## config.mk

```make
export PLATFORM = sky130hd
export DESIGN_NAME = kypd_note_sequencer
export DESIGN_NICKNAME = d
export VERILOG_FILES = /design/src/rtl/kypd_note_sequencer.sv
export SDC_FILE = /design/constraint.sdc
export NUM_CORES = 1
export LEC_CHECK = 0
export CAP_MARGIN = 30
export CORE_ASPECT_RATIO = 0.7
export CORE_MARGIN = 10
export CORE_UTILIZATION = 50
export DETAILED_ROUTE_END_ITERATION = 6
export DONT_BUFFER_PORTS = 1
export GPL_TIMING_DRIVEN = 1
export PLACE_DENSITY = 0.65
export SLEW_MARGIN = 20
export SYNTH_ARGS = -nofsm -noshare
export SYNTH_HDL_FRONTEND = slang
export SYNTH_SLANG_ARGS = --single-unit
```

## constraint.sdc

```tcl
create_clock -name clk_i -period 15.8 [get_ports clk_i]
set_input_delay 1.58 -clock clk_i [delete_from_list [all_inputs] [get_ports clk_i]]
set_output_delay 1.58 -clock clk_i [all_outputs]
set_load 0.05 [all_outputs]
```

## src/rtl/kypd_note_sequencer.sv

```systemverilog
// Key-stream sequencer sitting between the keypad scanner and the decoder.
// IDLE passes the live key through, RECORD stores timed {code, duration}
// events in a small buffer, and PLAY replays that buffer once or looping.
// Durations are counted in tick_i strobes; an entry code with bit 4 set is a rest.
module kypd_note_sequencer #(
    parameter int DEPTH = 32,
    parameter int DUR_W = 12
) (
    input  logic                     clk_i,
    input  logic                     rst_ni,
    input  logic                     tick_i,
    input  logic                     key_valid_i,
    input  logic [3:0]               key_value_i,
    input  logic                     rec_i,
    input  logic                     play_i,
    input  logic                     stop_i,
    input  logic                     loop_i,
    output logic [3:0]               key_value_o,
    output logic                     mute_o,
    output logic [1:0]               state_o,
    output logic [$clog2(DEPTH):0]   count_o,
    output logic                     full_o,
    output logic                     busy_o
);

    localparam int ADDR_W = $clog2(DEPTH);

    typedef enum logic [1:0] {
        ST_IDLE   = 2'd0,
        ST_RECORD = 2'd1,
        ST_PLAY   = 2'd2
    } state_t;

    localparam logic [4:0]       REST_CODE = 5'b1_0000;
    localparam logic [DUR_W-1:0] DUR_MAX   = {DUR_W{1'b1}};
    localparam logic [DUR_W-1:0] DUR_ZERO  = {DUR_W{1'b0}};
    localparam logic [DUR_W-1:0] DUR_ONE   = DUR_W'(1);
    localparam logic [ADDR_W:0]  CNT_ZERO  = {(ADDR_W+1){1'b0}};
    localparam logic [ADDR_W:0]  CNT_ONE   = (ADDR_W+1)'(1);
    localparam logic [ADDR_W:0]  CNT_LAST  = (ADDR_W+1)'(DEPTH-1);
    localparam logic [ADDR_W-1:0] IDX_ZERO = {ADDR_W{1'b0}};
    localparam logic [ADDR_W-1:0] IDX_ONE  = ADDR_W'(1);

    // Event buffer: code bit 4 marks a rest, low nibble is the key code.
    logic [4:0]        code_mem_r [DEPTH];
    logic [DUR_W-1:0]  dur_mem_r  [DEPTH];

    state_t            state_r;
    logic [3:0]        key_r;
    logic              mute_r;
    logic [ADDR_W:0]   count_r;
    logic              full_r;
    logic              busy_r;
    logic              armed_r;
    logic [4:0]        open_code_r;
    logic [DUR_W-1:0]  dur_r;
    logic [ADDR_W-1:0] idx_r;
    logic [DUR_W-1:0]  rem_r;

    logic [4:0]        eff_s;
    logic [DUR_W-1:0]  dur_inc_s;
    logic              changed_s;
    logic              sat_s;
    logic              wr_en_s;
    logic              last_s;
    logic [ADDR_W-1:0] nxt_idx_s;
    logic [4:0]        nxt_code_s;
    logic [DUR_W-1:0]  nxt_dur_s;

    // Effective key, open-event bookkeeping, write decision and next playback entry.
    always_comb begin
        eff_s      = key_valid_i ? {1'b0, key_value_i} : REST_CODE;
        // A tick in the same cycle as a key change still belongs to the closing event.
        dur_inc_s  = dur_r + DUR_W'(tick_i);
        changed_s  = armed_r && (eff_s != open_code_r);
        sat_s      = armed_r && (dur_inc_s == DUR_MAX);
        wr_en_s    = 1'b0;
        if (state_r == ST_RECORD) begin
            if (stop_i) begin
                wr_en_s = armed_r && (dur_inc_s != DUR_ZERO) && !full_r;
            end else begin
                // Zero-length events (key glitches between ticks) are dropped.
                wr_en_s = sat_s || (changed_s && (dur_inc_s != DUR_ZERO));
            end
        end else begin
            wr_en_s = 1'b0;
        end
        last_s     = (({1'b0, idx_r} + CNT_ONE) == count_r);
        nxt_idx_s  = last_s ? IDX_ZERO : (idx_r + IDX_ONE);
        nxt_code_s = code_mem_r[nxt_idx_s];
        nxt_dur_s  = dur_mem_r[nxt_idx_s];
    end

    // Buffer write port; contents are don't-care until count_r covers them.
    always_ff @(posedge clk_i) begin
        if (wr_en_s) begin
            code_mem_r[count_r[ADDR_W-1:0]] <= open_code_r;
            dur_mem_r[count_r[ADDR_W-1:0]]  <= dur_inc_s;
        end
    end

    // Mode FSM with registered key/mute/status outputs.
    always_ff @(posedge clk_i or negedge rst_ni) begin
        if (!rst_ni) begin
            state_r     <= ST_IDLE;
            key_r       <= 4'h0;
            mute_r      <= 1'b1;
            count_r     <= CNT_ZERO;
            full_r      <= 1'b0;
            busy_r      <= 1'b0;
            armed_r     <= 1'b0;
            open_code_r <= REST_CODE;
            dur_r       <= DUR_ZERO;
            idx_r       <= IDX_ZERO;
            rem_r       <= DUR_ZERO;
        end else begin
            case (state_r)
                ST_IDLE: begin
                    if (stop_i) begin
                        key_r  <= eff_s[3:0];
                        mute_r <= eff_s[4];
                    end else if (rec_i) begin
                        state_r <= ST_RECORD;
                        busy_r  <= 1'b1;
                        count_r <= CNT_ZERO;
                        full_r  <= 1'b0;
                        armed_r <= 1'b0;
                        dur_r   <= DUR_ZERO;
                        key_r   <= eff_s[3:0];
                        mute_r  <= eff_s[4];
                    end else if (play_i && (count_r != CNT_ZERO)) begin
                        state_r <= ST_PLAY;
                        busy_r  <= 1'b1;
                        idx_r   <= IDX_ZERO;
                        rem_r   <= dur_mem_r[IDX_ZERO];
                        key_r   <= code_mem_r[IDX_ZERO][3:0];
                        mute_r  <= code_mem_r[IDX_ZERO][4];
                    end else begin
                        key_r  <= eff_s[3:0];
                        mute_r <= eff_s[4];
                    end
                end
                ST_RECORD: begin
                    key_r  <= eff_s[3:0];
                    mute_r <= eff_s[4];
                    if (wr_en_s) begin
                        count_r <= count_r + CNT_ONE;
                        if (count_r == CNT_LAST) begin
                            full_r <= 1'b1;
                        end
                    end
                    if (stop_i || (wr_en_s && (count_r == CNT_LAST))) begin
                        state_r <= ST_IDLE;
                        busy_r  <= 1'b0;
                        armed_r <= 1'b0;
                        dur_r   <= DUR_ZERO;
                    end else if (!armed_r) begin
                        // Leading rest is not recorded: wait for the first press.
                        if (key_valid_i) begin
                            armed_r     <= 1'b1;
                            open_code_r <= eff_s;
                            dur_r       <= DUR_ZERO;
                        end
                    end else if (changed_s) begin
                        open_code_r <= eff_s;
                        dur_r       <= DUR_ZERO;
                    end else if (sat_s) begin
                        // Saturated event was written; continue same code from zero.
                        dur_r <= DUR_ZERO;
                    end else begin
                        dur_r <= dur_inc_s;
                    end
                end
                ST_PLAY: begin
                    if (stop_i) begin
                        state_r <= ST_IDLE;
                        busy_r  <= 1'b0;
                        key_r   <= eff_s[3:0];
                        mute_r  <= eff_s[4];
                    end else if (tick_i) begin
                        if (rem_r == DUR_ONE) begin
                            if (last_s && !loop_i) begin
                                state_r <= ST_IDLE;
                                busy_r  <= 1'b0;
                                key_r   <= eff_s[3:0];
                                mute_r  <= eff_s[4];
                            end else begin
                                idx_r  <= nxt_idx_s;
                                rem_r  <= nxt_dur_s;
                                key_r  <= nxt_code_s[3:0];
                                mute_r <= nxt_code_s[4];
                            end
                        end else begin
                            rem_r <= rem_r - DUR_ONE;
                        end
                    end
                end
                default: begin
                    state_r <= ST_IDLE;
                    busy_r  <= 1'b0;
                    key_r   <= eff_s[3:0];
                    mute_r  <= eff_s[4];
                end
            endcase
        end
    end

    assign key_value_o = key_r;
    assign mute_o      = mute_r;
    assign state_o     = state_r;
    assign count_o     = count_r;
    assign full_o      = full_r;
    assign busy_o      = busy_r;

endmodule

```

**Word level (Yosys, flattened, before mapping)**

Memories as Yosys holds them, arrays and structs flattened.
Cells that the tools add are included.

- Flip-flop bits (word level): 50
- Bits in latches: 0
- RAM bits: 544
- Bits in read-only memories: 0
- Input bits: 12
- Output and inout bits: 15
- Logic and storage cells: 151
- Memories kept: 2

- Add/sub/neg operators: 5
- $mul: 0
- Div/mod/pow operators: 0
- Magnitude comparators: 0
- Eq/ne operators: 25
- Shifts and indexed selects: 0
- Muxes and demuxes: 80
- Bitwise logic cells: 1
- Reductions and logical operators: 27

Memories:

| name | words | width | rd ports | clocked after memory_dff | wr ports | RTL line | text |
|---|---|---|---|---|---|---|---|
| dur_mem_r | 32 | 12 | 2 | 0 | 1 | 46 | `logic [DUR_W-1:0] dur_mem_r [DEPTH];` |
| code_mem_r | 32 | 5 | 2 | 0 | 1 | 45 | `logic [4:0] code_mem_r [DEPTH];` |

Operator list:

| kind | number |
|---|---|
| 2-to-1 mux 12 bit | 14 |
| 2-to-1 mux 5 bit | 12 |
| one-hot mux 12 bit (2 select lines) | 2 |
| 2-to-1 mux 4 bit | 7 |
| 2-to-1 mux 1 bit | 26 |
| 2-to-1 mux 6 bit | 3 |
| != test 2 bit, second input constant | 9 |
| 2-to-1 mux 2 bit | 8 |
| != test 3 bit, second input constant | 5 |
| adder 12 x 1 -> 12 bit | 1 |
| == test 12 x 1 -> 1 bit, second input constant | 1 |
| == test 12 bit, second input constant | 1 |
| one-hot mux 6 bit (2 select lines) | 1 |
| AND reduction 4 bit | 3 |
| nonzero test 12 bit | 1 |
| subtractor 12 x 1 -> 12 bit, second input constant | 1 |
| one-hot mux 5 bit (2 select lines) | 1 |
| logical AND 1 bit | 8 |
| one-hot mux 4 bit (2 select lines) | 1 |
| AND reduction 8 bit | 1 |
| AND reduction 7 bit | 1 |
| adder 5 x 1 -> 6 bit, second input constant | 1 |
| adder 6 x 1 -> 6 bit, second input constant | 1 |
| == test 6 x 5 -> 1 bit, second input constant | 1 |
| 20 further kinds | 28 |

**Logic depth before layout (Yosys ltp)**

Gate-level depths: netlist of run 1.

- Depth after elaboration: 11
- Mapped depth: 15
- Depth with buffers taken out: 12

**Worst setup path before layout of run 1**

No wires, ideal clock.

- Path kind: input-to-reg
- Start point: input port tick_i
- End point: memory code_mem_r[12][0] (enable)
- Library setup time: 0.412 ns
- Data arrival time: 5.836 ns
- Data required time: 15.388 ns
- Path slack: 9.551 ns
- Stages on the path: 11
- Buffers on the path: 1
- Cells stage by stage: ha_1 > ha_1 > xor2_1 > nand3_1 > or4_4 > a2111oi_4 > and3b_1 > o211a_1 > buf_6 > nand2_1 > nor3_1

- Cells in the longest elaborated chain, start to end: 8
- Elaborated cells between the ends (all ways): 12
- Those cells by class: add/sub: 1; eq/ne: 1; mux: 4; reduce/logical: 6

RTL lines:

| element | RTL line | text |
|---|---|---|
| start, declared | 11 | `input logic tick_i,` |
| adder 12 x 1 -> 12 bit * | 74 | `dur_inc_s = dur_r + DUR_W'(tick_i);` |
| via dur_inc_s[2] | 61 | `logic [DUR_W-1:0] dur_inc_s;` |
| == test 12 bit / nonzero test 12 bit (equally long branches) | 76, 80, 83 |  |
| logical AND 1 bit (on tied branches) | 76, 80, 83 |  |
| logical OR 1 bit / logical AND 1 bit (equally long branches) | 83, 80 |  |
| 2-to-1 mux 1 bit * | 79 | `if (stop_i) begin` |
| 2-to-1 mux 1 bit * | 78 | `if (state_r == ST_RECORD) begin` |
| 2-to-1 mux 1 bit * | 96 | `if (wr_en_s) begin` |
| 2-to-1 mux 1 bit (implied by the code) * | 97 | `code_mem_r[count_r[ADDR_W-1:0]] <= open_code_r;` |
| end, declared | 45 |  |

The timed path passes the listed nets; every way through them passes the cells marked *.

**Worst setup path after layout of run 1**

- Start point: input port tick_i
- End point: memory dur_mem_r[15][8] (enable)

- Cells in the longest elaborated chain, start to end: 8
- Elaborated cells between the ends (all ways): 12
- Those cells by class: add/sub: 1; eq/ne: 1; mux: 4; reduce/logical: 6

RTL lines:

| element | RTL line | text |
|---|---|---|
| adder 12 x 1 -> 12 bit * | 74 |  |
| via dur_inc_s[2] | 61 |  |
| == test 12 bit / nonzero test 12 bit (equally long branches) | 76, 80, 83 |  |
| logical AND 1 bit (on tied branches) | 76, 80, 83 |  |
| logical OR 1 bit / logical AND 1 bit (equally long branches) | 83, 80 |  |
| 2-to-1 mux 1 bit * | 79 |  |
| 2-to-1 mux 1 bit * | 78 |  |
| 2-to-1 mux 1 bit * | 96 |  |
| 2-to-1 mux 1 bit (implied by the code) * | 98 | `dur_mem_r[count_r[ADDR_W-1:0]] <= dur_inc_s;` |
| end, declared | 46 |  |

Marks and branches as above.

==> results of run 1 <==
==> power groups by stage <==
| stage | registers [mW] | clock network [mW] | logic (mW) |
|---|---|---|---|
| 2_1_floorplan | 1.89 | 0 | 0.210 |
| 3_3_place_gp | 1.97 | 0 | 0.320 |
| 3_5_place_dp | 1.97 | 0 | 0.326 |
| 4_1_cts | 1.94 | 1.24 | 0.326 |
| 5_1_grt | 1.93 | 1.31 | 0.377 |
| 6_report | 1.93 | 1.23 | 0.362 |
==> flip-flops by register name (all words and copies together), names as in the netlist, 2 cells and up <==
name / cells
dur_mem_r: 384
code_mem_r: 160
dur_r: 12
rem_r: 12
count_o: 6
idx_r: 5
open_code_r: 5
key_value_o: 4
state_o: 2
==> routing by layer <==
metal	vias to the layer above	track usage	routed length, um
li1	7212	-	-
met1	8786	0.406	33700
met2	1367	0.359	33300
met3	147	0.106	13500
met4	0	0.0668	2160
met5	-	0	0
==> per-stage QoR <==
| step | cells | worst slack (ns) | hold slack, ns | power, mW | util |
|---|---|---|---|---|---|
| after global placement | 2467 | 9.60 | 0.486 | 2.29 | 0.528 |
| final | 2574 | 10.09 | 0.499 | 3.52 | 0.562 |
| after CTS | 2567 | 10.14 | 0.509 | 3.51 | 0.561 |
| after floorplan | 1863 | 9.55 | 0.454 | 2.10 | - |
| after detailed placement | 2469 | 9.52 | 0.492 | 2.30 | 0.528 |
| after global routing | 2573 | 9.95 | 0.560 | 3.62 | 0.562 |
==> layout by cell type (no fill, tap or decap), types with 9 or more instances in the layout <==
master / Yosys / final
nand3_1: 50 / 50
xnor2_1: 17 / 12
o311ai_0: 11 / 11
a22oi_1: 14 / 14
o22ai_1: 19 / 19
clkbuf_1: 76 / 10
edfxtp_1: 544 / 544
nor2b_1: 12 / 12
o221ai_1: 16 / 16
nand2_1: 215 / 215
nor2_2: 0 / 22
a221oi_1: 14 / 14
o211ai_1: 23 / 23
mux2i_1: 70 / 70
clkinv_2: 0 / 9
buf_4: 3 / 57
clkbuf_16: 0 / 54
dfrtp_1: 48 / 43
or3_1: 17 / 17
a211oi_1: 27 / 27
o21ai_0: 107 / 106
mux2_2: 25 / 25
clkinv_1: 2 / 24
o2111ai_1: 11 / 11
nand4_1: 21 / 21
nand2b_1: 17 / 17
nor2_1: 105 / 83
a21o_1: 10 / 10
nor3_1: 34 / 30
a31oi_1: 30 / 30
inv_1: 25 / 23
xor2_1: 14 / 12
a21oi_1: 102 / 99
==> area by class of cell <==
cell class                      count  area (um2)  area share
Clock buffer                       64        1390      0.0498
Sequential cell                   594       17600       0.631
Inverter                           27         101     0.00363
Multi-Input combinational cell   1125        7230       0.259
Tap cell                          665         832      0.0298
Clock inverter                     34         228     0.00816
Antenna cell                        1        2.50   0.0000897
Timing Repair Buffer               64         513      0.0184
==> synth_stat cells (5+ instances only) <==
library cell,instances
o211ai_1,23
nand4_1,21
o311ai_0,11
ha_1,9
o221ai_1,16
mux2i_1,70
o211a_1,5
nor3_1,34
a311oi_1,5
buf_1,10
dfrtp_1,48
a221oi_1,14
mux2_2,25
a21oi_1,102
xor2_1,14
nand2_1,215
o21ai_0,107
nor4_1,8
o2111ai_1,11
a31oi_1,30
nor2b_1,12
a22oi_1,14
and2_1,5
o22ai_1,19
and3_1,5
edfxtp_1,544
nor2_1,105
a21o_1,10
o31ai_1,7
o21a_1,8
mux4_2,8
nand2b_1,17
nand3_1,50
xnor2_1,17
a2bb2oi_1,6
a211oi_1,27
inv_1,25
and4_1,6
clkbuf_1,76
buf_2,25
or3_1,17
==> worst max path at each step <==
stage                     startpoint  slack [ns]                end  cells past startpoint
final                         tick_i       10.09   dur_mem_r[15][8]                     12
after global routing          tick_i        9.95   dur_mem_r[15][8]                     12
after CTS                     tick_i       10.14   dur_mem_r[11][9]                     11
after detailed placement      tick_i        9.52   dur_mem_r[11][9]                     11
after global placement        tick_i        9.60   dur_mem_r[0][10]                     11
after floorplan               tick_i        9.55  code_mem_r[12][0]                     11
==> critical path, delay by kind of cell <==
kind                       cells  cell delay [ns]
AOI/OAI and AO/OA              2             0.71
and+or+nand+nor                5             2.26
adders and majority gates      2             0.51
buffers and inverters          2             0.76
xor gates and xnor gates       1             0.15
==> logic make-up after synthesis <==
kind of cell,after synthesis,synth area share
flip-flops,594,0.697
AND/OR/NAND/NOR,518,0.0951
AO/OA/AOI/OAI,464,0.123
buffers and inverters,144,0.0240
multiplexers,103,0.0461
XOR/XNOR,31,0.0108
adder cells (fa/ha/maj),9,0.00446
==> key figures, run 1 <==
Layout
  • Post-route cell area: 0.0279 mm2
  • Fillcell total: 4009
  • Nets: 1886
  • Share of cells above drive strength 1: 0.119
  • Area growth syn-to-layout: 10.6%

Synth
  • Post-Synthesis Mean Instance Area: 13.5 um2
  • Synth top area share: 0.647
  • Sequential share of the synthesized area: 0.697
  • Post-Syn Instances: ~1.9k
  • Register bit total from synthesis: 594
  • Post-synth ARST share: 0.0842
  • Synth unique cells: 85
  • Yosys warns: 0
  • Syn_nets: between 1.5k and 2k
  • Synthesized area: roughly 0.025 mm2
  • Ys flop type: edfxtp_1
  • Post-synth EDFFs: approximately 540
  • Top cells by area, synth: edfxtp_1 (65%), dfrtp_1 (4.8%), nand2_1 (3.2%)
  • Post-synth top area cell: edfxtp_1

Timing
  • Fin. Hold Viols: 0
  • Setup_tns: 0 ns
  • Achievable clock frequency: 175 MHz
  • Period utilization: 0.361
  • Clk_skew: 0.0298 ns
  • RSZ-0062 raised after global routing: no
  • Minimum clock period: between 5 and 6 ns
  • Setup-failing EPs final: 0
  • Slew headroom: 0.276
  • Worst slew pin tran: 1.08 ns
  • Pins Over Slew Limit: 0

Pwr
  • Part of the power in combinational logic: 0.103
  • Pwr dens: approximately 130 mW/mm2
  • P_int: 2.55 mW
  • LEAKAGE: 9.30 nW
  • Clock power share: 0.350
  • VDD IR max: between 0.1 and 0.15 mV
  • Switching Share: 0.275
  • Sequential share of power: 0.547
  • Sw power: between 0.9 and 1 mW

Clock network
  • CTS tree: yes
  • Root buffer cell: clkbuf_16
  • CTS Sinks: 594
  • Cts hold-fix bufs: 0
  • Num CTS Buffers: 53
  • Clock-pin transition on the worst setup and hold timing paths: 0.07 ns
  • Cts repair resizes: 0
  • H-tree lvl count: 2
  • Postcts setup bufs: 0
  • Worst-Skew Late Latency: 0.62 ns
  • Worst-case clock buffer depth: 3

Critical path
  • CP required: 16.09 ns
  • R2R cell count: 12
  • Type of origin of the critical path: primary input
  • R2R Setup Slk: 10.30 ns
  • Reg2reg start: idx_r[0]
  • Most Frequent Cell on Critical Path: buf_4
  • Slowest CP cell: nor3_2
  • Critical path class: primary input to flip-flop
  • Critical path endpoint category: flip-flop
  • Worst path cell trace: ha_2, ha_1, xor2_2, buf_4, nand3_1, or4_4, a2111oi_4, and3b_1, o211a_1, nand2_1, nor3_2, buf_4
  • Arrival time worst endpoint: 6.00 ns
  • Critical Path Fanout Max: 33
  • Max incr delay on CP: slightly above 0.7 ns
  • Crit Reg-Reg Endpoint: rem_r[11]

Die
  • Area of the die: 0.0600 mm2
  • Initial Utilization: 0.509
  • Die W: 289 um
  • Core box area: 0.0496 mm2
  • Die height: 208 um
  • Ports: 27
  • Row cnt: 68

Min path
  • Worst hold path endpoint: dur_r[0]
  • Min-delay worst type: flip-flop to flip-flop
  • Hold Path Stages: 2
  • HP Start: dur_r[0]

Routing
  • Via density per instance: ~7
  • Wire per inst: 32.1 um
  • Via Count: around 18k
  • Starting DRT DRC Count: 3006
  • Routed WL: 82.6 mm
  • Post-route antenna net violation count: 0
  • DRC Markers: 0
  • First-pass detailed-route iteration total: 6

GRT
  • Initial antenna violation count: 1
  • Number of global-route vias before repair: 15.9k
  • First-pass GRT wire length: 118 mm
  • Pin count of the biggest net entering global routing: around 50
  • Total grt overflow: 0
  • Global-route usage over all layers: 0.271

Place
  • DP Area: 0.0262 mm2
  • HPWL Detailed: approximately 52 mm
  • Input/output buffers: 0
  • Final GP Congestion: 1.02

Outcome
  • Outcome: finished, final reports clean

Flow run
  • Max-cap violation count: 0
Note: power is estimated with default switching activity, not from simulation.
==> run 2, diff against run 1 <==
Clock period 15.8 ns to 5.45 ns, I/O delays scaled along.
==> key figures, run 2 (synthesized netlist as in run 1, its figures left out) <==
Outcome
  • Outcome: finished, final reports clean

Timing
  • Clk_skew: 0.0319 ns
  • Pins Over Slew Limit: 0
  • Slew headroom: 0.286
  • Achievable clock frequency: 218 MHz
  • Hold Slack: 0.127 ns
  • Fin. Hold Viols: 0
  • Setup_tns: 0 ns
  • Minimum clock period: 4.59 ns
  • RSZ-0062 raised after global routing: no
  • Period utilization: 0.843
  • Setup-failing EPs final: 0
  • Worst slew pin tran: about 1.1 ns

Critical path
  • R2R cell count: 11
  • Critical path endpoint category: flip-flop
  • CP required: 5.97 ns
  • Type of origin of the critical path: flip-flop
  • Delay-heaviest family, CP: compound AO/OA/AOI/OAI gates
  • Critical path class: flip-flop to flip-flop
  • Worst path cell trace: ha_1, nand3_1, or3_1, and2_1, o21ai_4, buf_4, o221ai_1, o211ai_1, o221ai_1, a221o_1, o31ai_1
  • R2R Setup Slk: 0.86 ns
  • Most Frequent Cell on Critical Path: o221ai_1
  • Buffers and inverters on the worst path: 1
  • Max incr delay on CP: 0.74 ns
  • Critical Path Fanout Max: 28
  • Slowest CP cell: o21ai_4
  • Arrival time worst endpoint: around 5.1 ns
  • Reg2reg start: idx_r[0]
  • Crit Reg-Reg Endpoint: rem_r[8]

Pwr
  • Clock power share: 0.388
  • LEAKAGE: 9.74 nW
  • P_int: 8.08 mW
  • Switching Share: 0.263
  • Part of the power in combinational logic: 0.112
  • Sw power: between 2 and 3 mW
  • Sequential share of power: 0.500
  • VDD IR max: ~0.27 mV
  • Pwr dens: 383 mW/mm2

Clock network
  • Worst-case clock buffer depth: 3
  • Worst-Skew Late Latency: 0.61 ns
  • CTS Sinks: 594
  • Num CTS Buffers: 54
  • CTS tree: yes
  • Root buffer cell: clkbuf_16
  • H-tree lvl count: 2
  • Postcts setup bufs: 0
  • Clock-pin transition on the worst setup and hold timing paths: approximately 0.07 ns

GRT
  • Total grt overflow: 0
  • First-pass GRT wire length: 118 mm
  • Number of global-route vias before repair: roughly 16k
  • Global-route usage over all layers: 0.269
  • Initial antenna violation count: 5
  • Pin count of the biggest net entering global routing: 70

Min path
  • Worst hold path endpoint: open_code_r[3]
  • Min-delay worst type: primary input to flip-flop
  • HP Start: key_valid_i
  • Hold Path Stages: 2

Routing
  • DRC Markers: 0
  • Post-route antenna net violation count: 0
  • Routed WL: 82.3 mm
  • First-pass detailed-route iteration total: 6
  • Wire per inst: between 30 and 40 um
  • Via Count: 17.3k
  • Starting DRT DRC Count: 2734
  • Via density per instance: 6.60

Die
  • Area of the die: between 0.05 and 0.06 mm2
  • Row cnt: between 60 and 70
  • Die W: roughly 290 um
  • Ports: 27
  • Die height: 208 um
  • Initial Utilization: 0.509
  • Core box area: 0.0496 mm2

Layout
  • Nets: 1933
  • Commonest non-fill, non-tap cells in the layout: edfxtp_1 (544), nand2_1 (215), o21ai_0 (106)
  • Max FFs per register: 384
  • Cell Count, Final, Fillers Out: ~2.6k
  • FF+latch area: approximately 0.018 mm2
  • Post-route cell area: 0.0286 mm2
  • Share of cells above drive strength 1: 0.147
  • Fillcell total: between 3k and 4k
  • Most common cell after layout, fill and taps aside: edfxtp_1
  • Area growth syn-to-layout: 13.5%
  • Multi-input logic area: 0.00723 mm2

Place
  • Placed Cells incl. Taps: approximately 2.5k
  • Final GP Congestion: 0.983
  • HPWL Detailed: 53.4 mm
  • DP Area: 0.0266 mm2
  • Input/output buffers: 0

Flow run
  • Max-cap violation count: 0
[run 2: cell types whose count changed in the layout (fill, tap and decap cells not counted), sizes merged]
cell	change
dlygate4sd3	+2
clkinvlp	+1
buf	+44
inv	+2
bufinv	+13
clkbuf	-4
clkinv	-9
[run 2: worst max path at each step]
stage | from | to | slack, ns | cells past startpoint
2_1_floorplan | tick_i | code_mem_r[12][0] | 0.24 | 11
3_3_place_gp | idx_r[0] | rem_r[4] | 1.04 | 10
3_5_place_dp | tick_i | dur_mem_r[2][2] | 0.99 | 11
4_1_cts | idx_r[0] | rem_r[8] | 0.97 | 11
5_1_grt | idx_r[0] | rem_r[8] | 0.68 | 11
6_report | idx_r[0] | rem_r[8] | 0.86 | 11
[run 2: metal layers]
metal / track usage / share of wire
met5: 0 / 0.00041
met3: 0.0988 / 0.15
met2: 0.368 / 0.41
met4: 0.0793 / 0.034
met1: 0.392 / 0.40
[run 2: through the flow]
stage / utilization / total power, mW / setup slack, ns
after floorplan: - / 6.10 / 0.236
after global placement: 0.536 / 6.71 / 1.04
after detailed placement: 0.536 / 6.73 / 0.987
after CTS: 0.577 / 10.9 / 0.974
after global routing: 0.577 / 11.2 / 0.685
final: 0.577 / 11.0 / 0.857
[run 2: cell type report]
type | count | share of cell area
antenna | 1 | 0.0000874
clock inverter | 41 | 0.0210
tap | 665 | 0.0291
timing repair buffer | 110 | 0.0310
clock buffer | 60 | 0.0483
inverter | 27 | 0.00354
sequential | 594 | 0.614
multi-input combinational | 1125 | 0.253
[run 2: what timing repair did]
action,in CTS,in global routing
hold buffers,3,0
endpoints found under the hold margin,51,0
gates resized for setup,0,0
[run 2: worst register-to-register path: cells and delay by family (launching register included)]
kind / cells / cell delay (ns)
flip-flops: 1 / 0.70
adder cells (fa/ha/maj): 1 / 0.45
AND/OR/NAND/NOR: 3 / 0.95
buffers and inverters: 1 / 0.43
AO/OA/AOI/OAI: 6 / 1.98
[run 2: power groups by stage]
stage / Clock [mW] / Sequential [mW] / Combinational, mW
5_1_grt: 4.48 / 5.49 / 1.28
3_5_place_dp: 0 / 5.57 / 1.16
6_report: 4.25 / 5.48 / 1.23
4_1_cts: 4.28 / 5.47 / 1.18
2_1_floorplan: 0 / 5.49 / 0.610
3_3_place_gp: 0 / 5.56 / 1.15
